==> src/rtl/usb_txn_scheduler.sv <==
// usb_txn_scheduler: round-robin arbiter and two-phase (address, data) USB
// page transaction sequencer driving a single shared packet engine.
module usb_txn_scheduler #(
    parameter int MAX_RETRY = 8,
    parameter int ADDR_ENDP = 4,
    parameter int DATA_ENDP = 8
) (
    input  logic         clock,
    input  logic         reset_n,
    input  logic [1:0]   req,
    input  logic [1:0]   req_write,
    input  logic [31:0]  req_page,
    input  logic [127:0] req_wdata,
    output logic [1:0]   gnt,
    output logic [1:0]   done,
    output logic         done_success,
    output logic [63:0]  done_rdata,
    output logic         busy,
    output logic         pe_start,
    output logic [1:0]   pe_kind,
    output logic [3:0]   pe_endp,
    output logic [63:0]  pe_payload,
    input  logic         pe_done,
    input  logic [1:0]   pe_status,
    input  logic [63:0]  pe_rdata
);
    localparam logic [1:0] K_OUT  = 2'b00;
    localparam logic [1:0] K_IN   = 2'b01;
    localparam logic [1:0] K_SEND = 2'b10;
    localparam logic [1:0] K_RECV = 2'b11;
    localparam logic [3:0] RETRY_MAX = 4'(MAX_RETRY);

    typedef enum logic [2:0] {
        IDLE, GRANT, A_TOK, A_DAT, D_TOK, D_DAT, FINISH
    } state_t;

    state_t      state, state_nxt;
    logic        owner;      // requester that owns the current transaction
    logic        prio;       // requester that wins a simultaneous request
    logic        winner;
    logic [3:0]  retry, retry_nxt, retry_inc;
    logic        launch;     // next cycle is the first cycle of a phase state
    logic        fin_ok;
    logic        resp, ack;
    logic        wr_q;
    logic [15:0] page_q;
    logic [63:0] wdata_q;

    // Engine response only counts once the launch pulse has been seen.
    assign resp      = pe_done && !pe_start;
    assign ack       = resp && (pe_status == 2'b00);
    assign retry_inc = (retry == RETRY_MAX) ? retry : retry + 4'd1;
    assign winner    = (req == 2'b11) ? prio : req[1];

    assign gnt  = (state == GRANT)  ? (owner ? 2'b10 : 2'b01) : 2'b00;
    assign done = (state == FINISH) ? (owner ? 2'b10 : 2'b01) : 2'b00;
    assign busy = (state != IDLE);

    // State register, owner/priority tracking and request capture.
    always_ff @(posedge clock or negedge reset_n) begin
        if (!reset_n) begin
            state   <= IDLE;
            owner   <= 1'b0;
            prio    <= 1'b0;
            retry   <= 4'd0;
            wr_q    <= 1'b0;
            page_q  <= 16'h0;
            wdata_q <= 64'h0;
        end else begin
            state <= state_nxt;
            retry <= retry_nxt;
            if (state == IDLE && |req)
                owner <= winner;
            if (state == GRANT) begin
                prio    <= ~owner;
                wr_q    <= owner ? req_write[1] : req_write[0];
                page_q  <= owner ? req_page[31:16] : req_page[15:0];
                wdata_q <= owner ? req_wdata[127:64] : req_wdata[63:0];
            end
        end
    end

    // Next-state: phase sequencing, retry accounting and completion status.
    always_comb begin
        state_nxt = state;
        retry_nxt = retry;
        launch    = 1'b0;
        fin_ok    = 1'b0;
        case (state)
            IDLE:   if (|req) state_nxt = GRANT;
            GRANT: begin
                state_nxt = A_TOK;
                launch    = 1'b1;
                retry_nxt = 4'd0;
            end
            A_TOK, A_DAT, D_TOK, D_DAT: begin
                if (ack) begin
                    case (state)
                        A_TOK:   state_nxt = A_DAT;
                        A_DAT:   state_nxt = D_TOK;
                        D_TOK:   state_nxt = D_DAT;
                        default: state_nxt = FINISH;
                    endcase
                    launch = (state != D_DAT);
                    fin_ok = (state == D_DAT);
                    if (state == A_DAT) retry_nxt = 4'd0;
                end else if (resp) begin
                    retry_nxt = retry_inc;
                    if (retry_inc == RETRY_MAX) begin
                        state_nxt = FINISH;
                    end else begin
                        launch    = 1'b1;
                        state_nxt = (state == A_TOK || state == A_DAT) ? A_TOK : D_TOK;
                    end
                end
            end
            FINISH:  state_nxt = IDLE;
            default: state_nxt = IDLE;
        endcase
    end

    // Engine command registers: loaded on each phase launch, held until the next.
    always_ff @(posedge clock or negedge reset_n) begin
        if (!reset_n) begin
            pe_start   <= 1'b0;
            pe_kind    <= K_OUT;
            pe_endp    <= 4'h0;
            pe_payload <= 64'h0;
        end else begin
            pe_start <= launch;
            if (launch) begin
                case (state_nxt)
                    A_TOK: begin
                        pe_kind    <= K_OUT;
                        pe_endp    <= 4'(ADDR_ENDP);
                        pe_payload <= 64'h0;
                    end
                    A_DAT: begin
                        pe_kind    <= K_SEND;
                        pe_payload <= {48'h0, page_q};
                    end
                    D_TOK: begin
                        pe_kind    <= wr_q ? K_OUT : K_IN;
                        pe_endp    <= 4'(DATA_ENDP);
                        pe_payload <= 64'h0;
                    end
                    D_DAT: begin
                        pe_kind    <= wr_q ? K_SEND : K_RECV;
                        pe_payload <= wr_q ? wdata_q : 64'h0;
                    end
                    default: ;
                endcase
            end
        end
    end

    // Completion status, latched on entry to FINISH and held until the next one.
    always_ff @(posedge clock or negedge reset_n) begin
        if (!reset_n) begin
            done_success <= 1'b0;
            done_rdata   <= 64'h0;
        end else if (state_nxt == FINISH && state != FINISH) begin
            done_success <= fin_ok;
            done_rdata   <= (fin_ok && !wr_q) ? pe_rdata : 64'h0;
        end
    end

endmodule

==> config.mk <==
export PLATFORM = sky130hd
export DESIGN_NAME = usb_txn_scheduler
export DESIGN_NICKNAME = d
export VERILOG_FILES = /design/src/rtl/usb_txn_scheduler.sv
export SDC_FILE = /design/constraint.sdc
export NUM_CORES = 1
export LEC_CHECK = 0
export BUFFER_PORTS_ARGS = -buffer_cell sky130_fd_sc_hd__buf_2
export CAP_MARGIN = 25
export CORE_ASPECT_RATIO = 1.75
export CORE_UTILIZATION = 44
export DETAILED_ROUTE_END_ITERATION = 6
export PLACE_DENSITY = 0.74
export REMOVE_ABC_BUFFERS = 1
export SYNTH_ARGS = -nofsm -noshare
export SYNTH_HDL_FRONTEND = slang
export SYNTH_SLANG_ARGS = --single-unit
==> constraint.sdc <==
create_clock -name clock -period 2.1 [get_ports clock]
set_input_delay 0.105 -clock clock [delete_from_list [all_inputs] [get_ports clock]]
set_output_delay 0.105 -clock clock [all_outputs]
set_load 0.005 [all_outputs]
# Yosys cells after proc, flatten, opt, wreduce, memory -nomap -nowiden
# Index checks and enable logic that the tools add are counted.
[classes] n_reduce_logical=22 n_bitwise=1 n_addsub=1 mux=32 n_eq_ne=18
[ops] op="64-bit 2-to-1 mux" n=3
[ops] op="64-bit one-hot mux with 3 select lines" n=1
[ops] op="3-bit == test (second input constant)" n=6
[ops] op="3-bit one-hot mux with 3 select lines" n=2
[ops] op="16-bit 2-to-1 mux" n=1
[ops] op="4-bit 2-to-1 mux" n=4
[ops] op="4-bit one-hot mux with 2 select lines" n=2
[ops] op="3-bit 2-to-1 mux" n=5
[ops] op="3-bit by 2-bit == test with 1-bit output (second input constant)" n=4
[ops] op="3-bit inequality test (second input constant)" n=4
[ops] op="1-bit 2-to-1 mux" n=9
[ops] op="4-bit == test (second input constant)" n=2
[ops] op="2-bit one-hot mux with 4 select lines" n=1
[ops] op="2-bit 2-to-1 mux" n=3
[ops] op="2-bit AND reduction" n=3
[ops] op="3-bit nonzero test" n=2
[ops] op="1-bit logical AND" n=5
[ops] op="4-bit by 1-bit adder with 4-bit output (second input constant)" n=1
[ops] op="2-bit nonzero test" n=2
[ops] op="4-bit nonzero test" n=1
[ops] op="2-bit OR reduction" n=2
[ops] op="4-bit OR reduction" n=1
[ops] op="3-bit by 1-bit == test with 1-bit output (second input constant)" n=1
[ops] op="3-bit logical NOT" n=1
[ops] op="7 further kinds" n=8
[word_totals] register_bits=226 elab_cells=87

# Logic depth before layout (Yosys ltp)
# Gate-level depths: netlist of run 1.
[logic_depth] word_depth=11 ltp_mapped=10 ltp_nobuf=8

# Worst setup path after synthesis of run 1
# OpenSTA, ideal clock, no wires.
[synth_timing] path_type="reg2reg" start="reg retry[0]" end="reg done_rdata[10]" required_ns=1.979 arrival_ns=2.130 n_path_buf=2 path_slack_ns=-0.151 synth_period_minus_slack_ns=2.251 path_stages_with_launch=11 cell_sequence="dfrtp_1 inv_1 ha_1 mux2_2 o211ai_1 and4_2 o21ba_1 nand2_1 buf_2 buf_6 a22o_1"
[synth_via] elab_chain_len=9
[synth_lines] item="from (decl)" line="41" source="logic [3:0] retry, retry_nxt, retry_inc;"
[synth_lines] item="from (signal assigned)" line="71" source="retry <= retry_nxt;"
[synth_lines] item="4-bit by 1-bit adder with 4-bit output or 4-bit == test (tied branches)" line="52" source="assign retry_inc = (retry == RETRY_MAX) ? retry : retry + 4'd1;"
[synth_lines] item="4-bit 2-to-1 mux *" line="52"
[synth_lines] item="4-bit == test *" line="109" source="if (retry_inc == RETRY_MAX) begin"
[synth_lines] item="3-bit 2-to-1 mux *" line="109"
[synth_lines] item="3-bit 2-to-1 mux *" line="107" source="end else if (resp) begin"
[synth_lines] item="3-bit 2-to-1 mux *" line="97" source="if (ack) begin"
[synth_lines] item="3-bit one-hot mux with 3 select lines *" line="89" source="case (state)"
[synth_lines] item="3-bit == test *" line="162" source="end else if (state_nxt == FINISH && state != FINISH) begin"
[synth_lines] item="1-bit logical AND *" line="162"
[synth_lines] item="to (signal assigned)" line="164" source="done_rdata <= (fin_ok && !wr_q) ? pe_rdata : 64'h0;"
[synth_lines] item="to (decl)" line="17" source="output logic [63:0] done_rdata,"
# Every way passes the cells marked *; elsewhere a longest branch is shown, timed or not.
# A chain may end at the register's enable or synchronous reset.

# Final worst setup path of run 1
[layout_timing] start="reg retry[0]" end="reg pe_payload[6]"
[layout_via] elab_chain_len=11
[layout_lines] item="4-bit by 1-bit adder with 4-bit output or 4-bit == test (tied branches)" line="52"
[layout_lines] item="4-bit 2-to-1 mux *" line="52"
[layout_lines] item="4-bit == test *" line="109"
[layout_lines] item="3-bit 2-to-1 mux" line="109"
[layout_lines] item="3-bit 2-to-1 mux" line="107"
[layout_lines] item="3-bit 2-to-1 mux" line="97"
[layout_lines] item="3-bit one-hot mux with 3 select lines" line="89"
[layout_lines] item="3-bit == test or 3-bit by 2-bit == test with 1-bit output (tied branches)" line="132" source="case (state_nxt)"
[layout_lines] item="2-bit OR reduction (no source line)"
[layout_lines] item="3-bit nonzero test (no source line)"
[layout_lines] item="2-bit AND reduction (no source line)"
[layout_lines] item="to (signal assigned)" line="140" source="pe_payload <= {48'h0, page_q};"
[layout_lines] item="to (signal assigned)" line="149" source="pe_payload <= wr_q ? wdata_q : 64'h0;"
[layout_lines] item="to (decl)" line="22" source="output logic [63:0] pe_payload,"
# Marked as above.

==> reports/metrics.csv, run 1 <==
stage;metric;value;unit
cells_and_area;synthesis-to-layout area growth;64.64;%
clocking;CTS tree;done;
cells_and_area;FF+latch area;0.005609;sq mm
sta;Final Setup Violations;134;
critical_path;Arr. time, crit path;2770;ps
detailed_routing;initial drt markers;639;
power;Power Dens Cells;1048;mW/mm^2
synthesis;post-synth top area share;0.5902;
outcome;failing checks;setup timing;
cells_and_area;final design utilization;0.7439;
clocking;Reg clk slew, reported paths;70;ps
sta;final setup margin;-295.4;ps
critical_path;crit path launch type;flop;
global_route;initial antenna violation count;2;
global_route;grt peak-use layer;met2;
synthesis;synth unique cells;57;
placement;Placed Area;0.01175;sq mm
detailed_routing;DRC violations left;0;
synthesis;largest area contributor in the netlist;dfrtp_1;
global_route;GRT Total Usage;0.3103;
power;leakage power;0.008163;uW
synthesis;most frequent cells after synthesis;224 x dfrtp_1, 112 x a22o_1, 94 x o21ai_0;
sta;Peak Freq;417.5;MHz
placement;IO buf count;371;
detailed_routing;Routed WL;36670;um
die;chip width;113.1;um
sta;final worst-path cycle share;1.141;
critical_path;CP endpoint kind;flop;
synthesis;post-synthesis sequential area ratio;0.5902;
critical_path;R2R Setup Slk;-300;ps
global_route;met3 Track Usage GR;0.05474;
cells_and_area;area of the multi-input gates;0.003558;sq mm
sta;RSZ-0062 raised after global routing;yes;
synthesis;Post-synth EDFFs;0;
hold_path;Worst Hold Class;in2reg;
placement;Final GP Congestion;0.8316;
die;# rows;70;
cells_and_area;fillers;1231;
global_route;first-pass GRT wire length;52630;um
synthesis;Avg Cell Area, Syn;12.19;sq um
placement;dpl hpwl;18000;um
global_route;vias in the first global route;10070;
cells_and_area;post-route insts no fill;1687;
global_route;grt met1 use;0.3141;
die;Die H;196.4;um
synthesis;Mapped Cells;779;
global_route;largest net degree at the start of global routing;83;
flow_run;max_cap viols;0;
placement;Placed Cells;1386;
cells_and_area;Nets;1653;
outcome;status;finished, violations left;
synthesis;Synth async-reset ratio;1.000;
die;IO Count;374;
die;core box area;0.02102;sq mm
die;Starting Density;0.4518;
global_route;global route overflow;0;
power;peak supply drop;1.032;mV
detailed_routing;routed len/inst;21.73;um
sta;Slew @ Worst Pin;543.0;ps
power;total power;16390;uW
clocking;CTS Root Cell;clkbuf_16;
clocking;Clock Latency Late Sink;510;ps
sta;min Tclk post-route;2395;ps
synthesis;Ys Warns;0;
detailed_routing;vias per inst;5.601;
clocking;clk buf depth;3;
critical_path;kind of critical path;reg2reg;
critical_path;Data required, critical path;2480;ps
clocking;Num CTS Buffers;21;
cells_and_area;final instance area;0.01564;sq mm
critical_path;Critical Path Fanout Max;4;
cells_and_area;share of layout cells above drive strength 1;0.3768;
clocking;CTS sink cnt;224;
synthesis;synth top area cells;dfrtp_1 59%, a22o_1 10%, mux2i_1 8.6%;
detailed_routing;Routed Antenna Nets;0;
sta;Fin. Hold Viols;0;
die;Die Footprint;0.02220;sq mm
sta;Rel. slew slack;0.6380;
detailed_routing;Initial DRT Pass Iterations;5;
global_route;global-route track usage on met2;0.5662;
clocking;H-tree levels;1;
synthesis;most numerous cell in the Yosys netlist;dfrtp_1;
synthesis;register bit total from synthesis;224;
synthesis;top_reg_cell synth;dfrtp_1;
detailed_routing;via count;9449;
sta;Pins Over Slew Limit;0;
synthesis;Syn Std Cell Area;0.009498;sq mm
sta;final setup skew;17.82;ps
flip-flops by register name (all words and copies together) (netlist names):
signal        flops
done_rdata       64
done_success      1
owner             1
page_q           16
pe_endp           2
pe_kind           2
pe_payload       64
pe_start          1
prio              1
retry             4
state             3
wdata_q          64
wr_q              1
power breakdown:
part	leakage [uW]	total, uW	switching [uW]	internal (uW)
Combinational	0.00484	6020	2930	3080
Clock	0.000378	4190	1680	2510
Sequential	0.00295	6180	817	5360
Total	0.00816	16400	5430	11000
cells in the final DEF (no fill, tap or decap), types with 2 or more instances in the layout:
cell           count
a211oi_2           2
buf_12            15
bufbuf_16          2
a22oi_1            2
clkbuf_1           2
conb_1             2
o21ai_2           15
buf_4             35
bufinv_16          4
buf_16            10
mux2_4             3
diode_2            2
nand2b_1           3
nor2_1             9
nor3_1             3
clkbuf_8           5
buf_2            370
nand2_1           86
dfrtp_1          223
nand2_4            4
a41o_1             2
a22oi_2           15
o21ai_0           89
clkinv_2           4
nor2b_1            3
mux2i_1           82
o21ai_1            3
buf_6              7
inv_1             22
a22o_1           112
dlygate4sd3_1    230
ha_2               2
clkbuf_16         27
o31ai_1            2
critical path: stages (launching register included):
cell,delay [ps]
dfrtp_1,400
inv_1,70
ha_2,180
buf_6,100
nand4bb_1,140
buf_4,170
o211a_1,150
o32ai_4,350
nor4_4,100
buf_4,210
clkbuf_16,160
a22oi_2,150
o21ai_2,80
stage by stage:
stage                     setup WS, ps  setup TNS (ps)  hold slack, ps
final                           -295.4          -25110           86.02
after global routing            -340.4          -37280           88.82
after CTS                       -136.9          -12560           60.84
after detailed placement        -207.2          -17620           83.32
after global placement          -105.8           -9271           83.88
after floorplan                  -2422         -408640          -190.6
per-layer routing:
layer,share of wire,vias to the layer above
met3,0.068,184
met2,0.52,551
li1,-,4099
met4,0.077,0
met5,0,-
met1,0.33,4615
worst paths after layout:
kind / from / endpoint / cells past startpoint
hold / removal: req[0] / state[0] / 4
setup reg to reg: retry[0] / pe_payload[6] / 12
setup / recovery: retry[0] / pe_payload[6] / 12
min in group asynchronous: reset_n / wdata_q[33] / 2
hold reg to reg: wdata_q[20] / wdata_q[20] / 2
max in group asynchronous: reset_n / pe_payload[9] / 3
logic make-up (layout without fill, tap and decap cells):
family | after synthesis | in the layout | share of synthesized area
fa+ha+maj | 2 | 2 | 0.002634
buf+inv | 84 | 737 | 0.04822
flops | 224 | 224 | 0.5902
simple gates | 126 | 126 | 0.06271
compound gates | 256 | 256 | 0.2046
other cells | 1 | 4 | 0.0003948
xor+xnor | 1 | 1 | 0.0009223
mux | 85 | 85 | 0.09037
timing repair:
action | CTS | global route
pin swaps | 10 | 12
resized for setup | 47 | 19
setup endpoints to repair | 133 | 164
buffers inserted | 12 | 3
gates cloned | 10 | 8
hold endpoints to repair | 227 | 0
hold buffers | 230 | 0
layout make-up:
cell class / instances / area share
flip-flops and latches: 224 / 0.3587
clock buffers: 28 / 0.03849
multi-input cells: 472 / 0.2276
well taps: 252 / 0.02016
clock inverters: 10 / 0.01008
diodes: 2 / 0.0003201
repair buffers: 676 / 0.3390
inverters: 23 / 0.005681
Note: power is estimated with default switching activity, not from simulation.
==> inputs of run 2 (changes only) <==
SETUP_SLACK_MARGIN = 0.1   (was unset)
==> run 2 against run 1 <==
  * The run still ends with setup timing left
  * Count of clock-buffer cells in the layout unchanged
  * Final cell count up 0.12%
  * Design area hardly changed
  * Clock skew is 7.1 ps lower
  * Largest cell class unchanged
  * Sequential share of layout area hardly changed
  * Utilization barely moved
  * Setup slack improved by 97 ps
  * Highest routed layer unchanged
  * Largest power group unchanged
  * Sequential power decreased by 0.6%
  * Clock power about the same
  * Non-clock buffer count rose by 2
  * Via count up 0.68%
==> reports/metrics.csv, run 2 (synthesized netlist as in run 1, its figures left out) <==
stage;metric;value;unit;change
outcome;status;finished, violations left;;unchanged
outcome;failing checks;setup timing;;unchanged
clocking;Reg clk slew, reported paths;70;ps;about the same
sta;final setup skew;10.73;ps;was 17.82 ps
critical_path;Slowest cell on crit path;dfrtp_1;;unchanged
critical_path;r2r startpoint;retry[1];;was retry[0]
sta;RSZ-0062 raised after global routing;yes;;unchanged
placement;Final GP Congestion;0.8316;;unchanged
die;Starting Density;0.4518;;unchanged
die;chip width;113.1;um;unchanged
global_route;largest net degree at the start of global routing;83;;unchanged
critical_path;r2r endpoint;done_rdata[43];;was pe_payload[6]
clocking;Clock Latency Late Sink;500;ps;was 510 ps
critical_path;crit path launch type;flop;;unchanged
clocking;CTS tree;done;;unchanged
sta;Final Setup Violations;126;;was 134
cells_and_area;biggest regs;done_rdata x64, pe_payload x64, wdata_q x64;;unchanged
cells_and_area;synthesis-to-layout area growth;64.75;%;was 64.64%
power;leakage power;0.008169;uW;was 0.008163 uW
detailed_routing;Routed WL;36900;um;was 36670 um
detailed_routing;DR top layer;met4;;unchanged
global_route;GRT Total Usage;0.3149;;was 0.3103
detailed_routing;initial drt markers;736;;was 639
global_route;vias in the first global route;10080;;was 10070
placement;Placed Cells;1386;;unchanged
die;Die H;196.4;um;unchanged
placement;dpl hpwl;18000;um;unchanged
critical_path;Data required, critical path;2480;ps;about the same
critical_path;Arr. time, crit path;2680;ps;was 2770 ps
global_route;global route overflow;0;;unchanged
die;# rows;70;;unchanged
critical_path;R2R Setup Slk;-200;ps;was -300 ps
die;core box area;0.02102;sq mm;unchanged
detailed_routing;DR WL met2;19450;um;was 19220 um
sta;final worst-path cycle share;1.095;;was 1.141
detailed_routing;WL met3;2744;um;was 2476 um
power;peak supply drop;0.9341;mV;was 1.032 mV
sta;final setup margin;-198.8;ps;was -295.4 ps
detailed_routing;via count;9513;;was 9449
flow_run;max_cap viols;0;;unchanged
critical_path;critical path capture point;done_rdata[43];;was pe_payload[6]
detailed_routing;WL met1;12240;um;was 12150 um
critical_path;Critical Path Fanout Max;16;;was 4
cells_and_area;most frequent cells in the layout;370 x buf_2, 230 x dlygate4sd3_1, 221 x dfrtp_1, 112 x a22o_1, 89 x o21ai_0;;was 370 x buf_2, 230 x dlygate4sd3_1, 223 x dfrtp_1, 112 x a22o_1, 89 x o21ai_0
sta;Peak Freq;435.0;MHz;was 417.5 MHz
detailed_routing;routed len/inst;21.85;um;was 21.73 um
power;Power Dens Cells;1032;mW/mm^2;was 1048 mW/mm^2
clocking;Num CTS Buffers;21;;unchanged
critical_path;kind of critical path;reg2reg;;unchanged
detailed_routing;vias per inst;5.632;;was 5.601
sta;Pins Over Slew Limit;0;;unchanged
clocking;clk buf depth;3;;unchanged
detailed_routing;Initial DRT Pass Iterations;7;;was 5
critical_path;Critical Path Max Stage Delay;370;ps;was 400 ps
critical_path;cells on worst reg2reg path;10;;was 12
global_route;first-pass GRT wire length;53700;um;was 52630 um
cells_and_area;post-route insts no fill;1689;;was 1687
clocking;CTS sink cnt;224;;unchanged
detailed_routing;DRC violations left;0;;unchanged
critical_path;critical path startpoint;retry[1];;was retry[0]
hold_path;Worst Hold Class;in2reg;;unchanged
sta;Fin. Hold Viols;0;;unchanged
clocking;H-tree levels;1;;unchanged
detailed_routing;Routed Antenna Nets;0;;unchanged
hold_path;Worst Min Path Start;req[0];;unchanged
sta;Slew @ Worst Pin;546.6;ps;was 543.0 ps
critical_path;CP endpoint kind;flop;;unchanged
clocking;CTS Root Cell;clkbuf_16;;unchanged
cells_and_area;leading cell type in the layout, fill and taps excluded;buf_2;;unchanged
die;IO Count;374;;unchanged
sta;Rel. slew slack;0.6356;;was 0.6380
critical_path;cell chain of the critical path;inv_1 > ha_2 > mux2_4 > o211ai_1 > buf_4 > a41o_1 > buf_6 > nand2_8 > buf_16 > a22o_1;;was inv_1 > ha_2 > buf_6 > nand4bb_1 > buf_4 > o211a_1 > o32ai_4 > nor4_4 > buf_4 > clkbuf_16 > a22oi_2 > o21ai_2
cells_and_area;Nets;1655;;was 1653
die;Die Footprint;0.02220;sq mm;unchanged
global_route;initial antenna violation count;2;;unchanged
sta;min Tclk post-route;2299;ps;was 2395 ps
placement;IO buf count;371;;unchanged
sta;Setup TNS Final;-18890;ps;was -25110 ps
cells_and_area;share of layout cells above drive strength 1;0.3805;;was 0.3768
run 2: worst min-delay path by stage:
| stage | slack [ps] | end | cells past startpoint |
|---|---|---|---|
| after global placement | 80 | wdata_q[39] | 1 |
| after global routing | 100 | state[0] | 4 |
| after floorplan | -190 | done_rdata[0] | 0 |
| after CTS | 60 | state[0] | 4 |
| after detailed placement | 80 | wdata_q[51] | 1 |
| final | 110 | state[0] | 4 |
run 2: area by class of cell:
cell class	count	area, sq um
clock inverters	10	157.7
flip-flops and latches	224	5612
diodes	2	5.005
multi-input cells	472	3570
repair buffers	678	5298
fillers	1233	5373
clock buffers	28	601.8
well taps	252	315.3
inverters	23	88.84
run 2: power by group:
part	leakage (uW)	switching, uW	internal (uW)
sequential	0.00295	781	5360
combinational	0.00485	2910	2900
clock	0.000378	1670	2520
run 2: worst max-delay path: cells and delay by family (launching register included):
kind | cells | cell delay [ps]
adder cells (fa/ha/maj) | 1 | 190
AO/OA/AOI/OAI | 3 | 650
multiplexers | 1 | 280
AND/OR/NAND/NOR | 1 | 120
flip-flops | 1 | 370
buffers and inverters | 4 | 560
run 2: repair_timing:
| item | in CTS | in global routing |
|---|---|---|
| hold buffers | 230 | 0 |
| cloned | 10 | 6 |
| endpoints found under the hold margin | 227 | 0 |
| pin swaps | 12 | 9 |
| setup buffers | 13 | 7 |
| endpoints found under the setup margin | 136 | 138 |
| gates resized for setup | 53 | 16 |
run 2: metrics by stage:
| stage | setup WS, ps | utilization | power [uW] | hold WS (ps) | instance area, sq um |
|---|---|---|---|---|---|
| floorplan | -2422 | - | 8531 | -190.6 | 9130 |
| global placement | -105.8 | 0.5592 | 10200 | 83.88 | 11750 |
| detailed placement | -207.2 | 0.5592 | 10350 | 83.32 | 11750 |
| CTS | -136.9 | 0.7312 | 15720 | 60.84 | 15370 |
| global route | -266.6 | 0.7444 | 16890 | 99.88 | 15650 |
| finish | -198.8 | 0.7444 | 16150 | 109.8 | 15650 |
run 2: per-layer routing:
layer  track usage  vias up
li1              -     4107
met1        0.3298     4670
met2        0.5728      577
met3       0.05658      159
met4        0.2027        0
met5             0        -
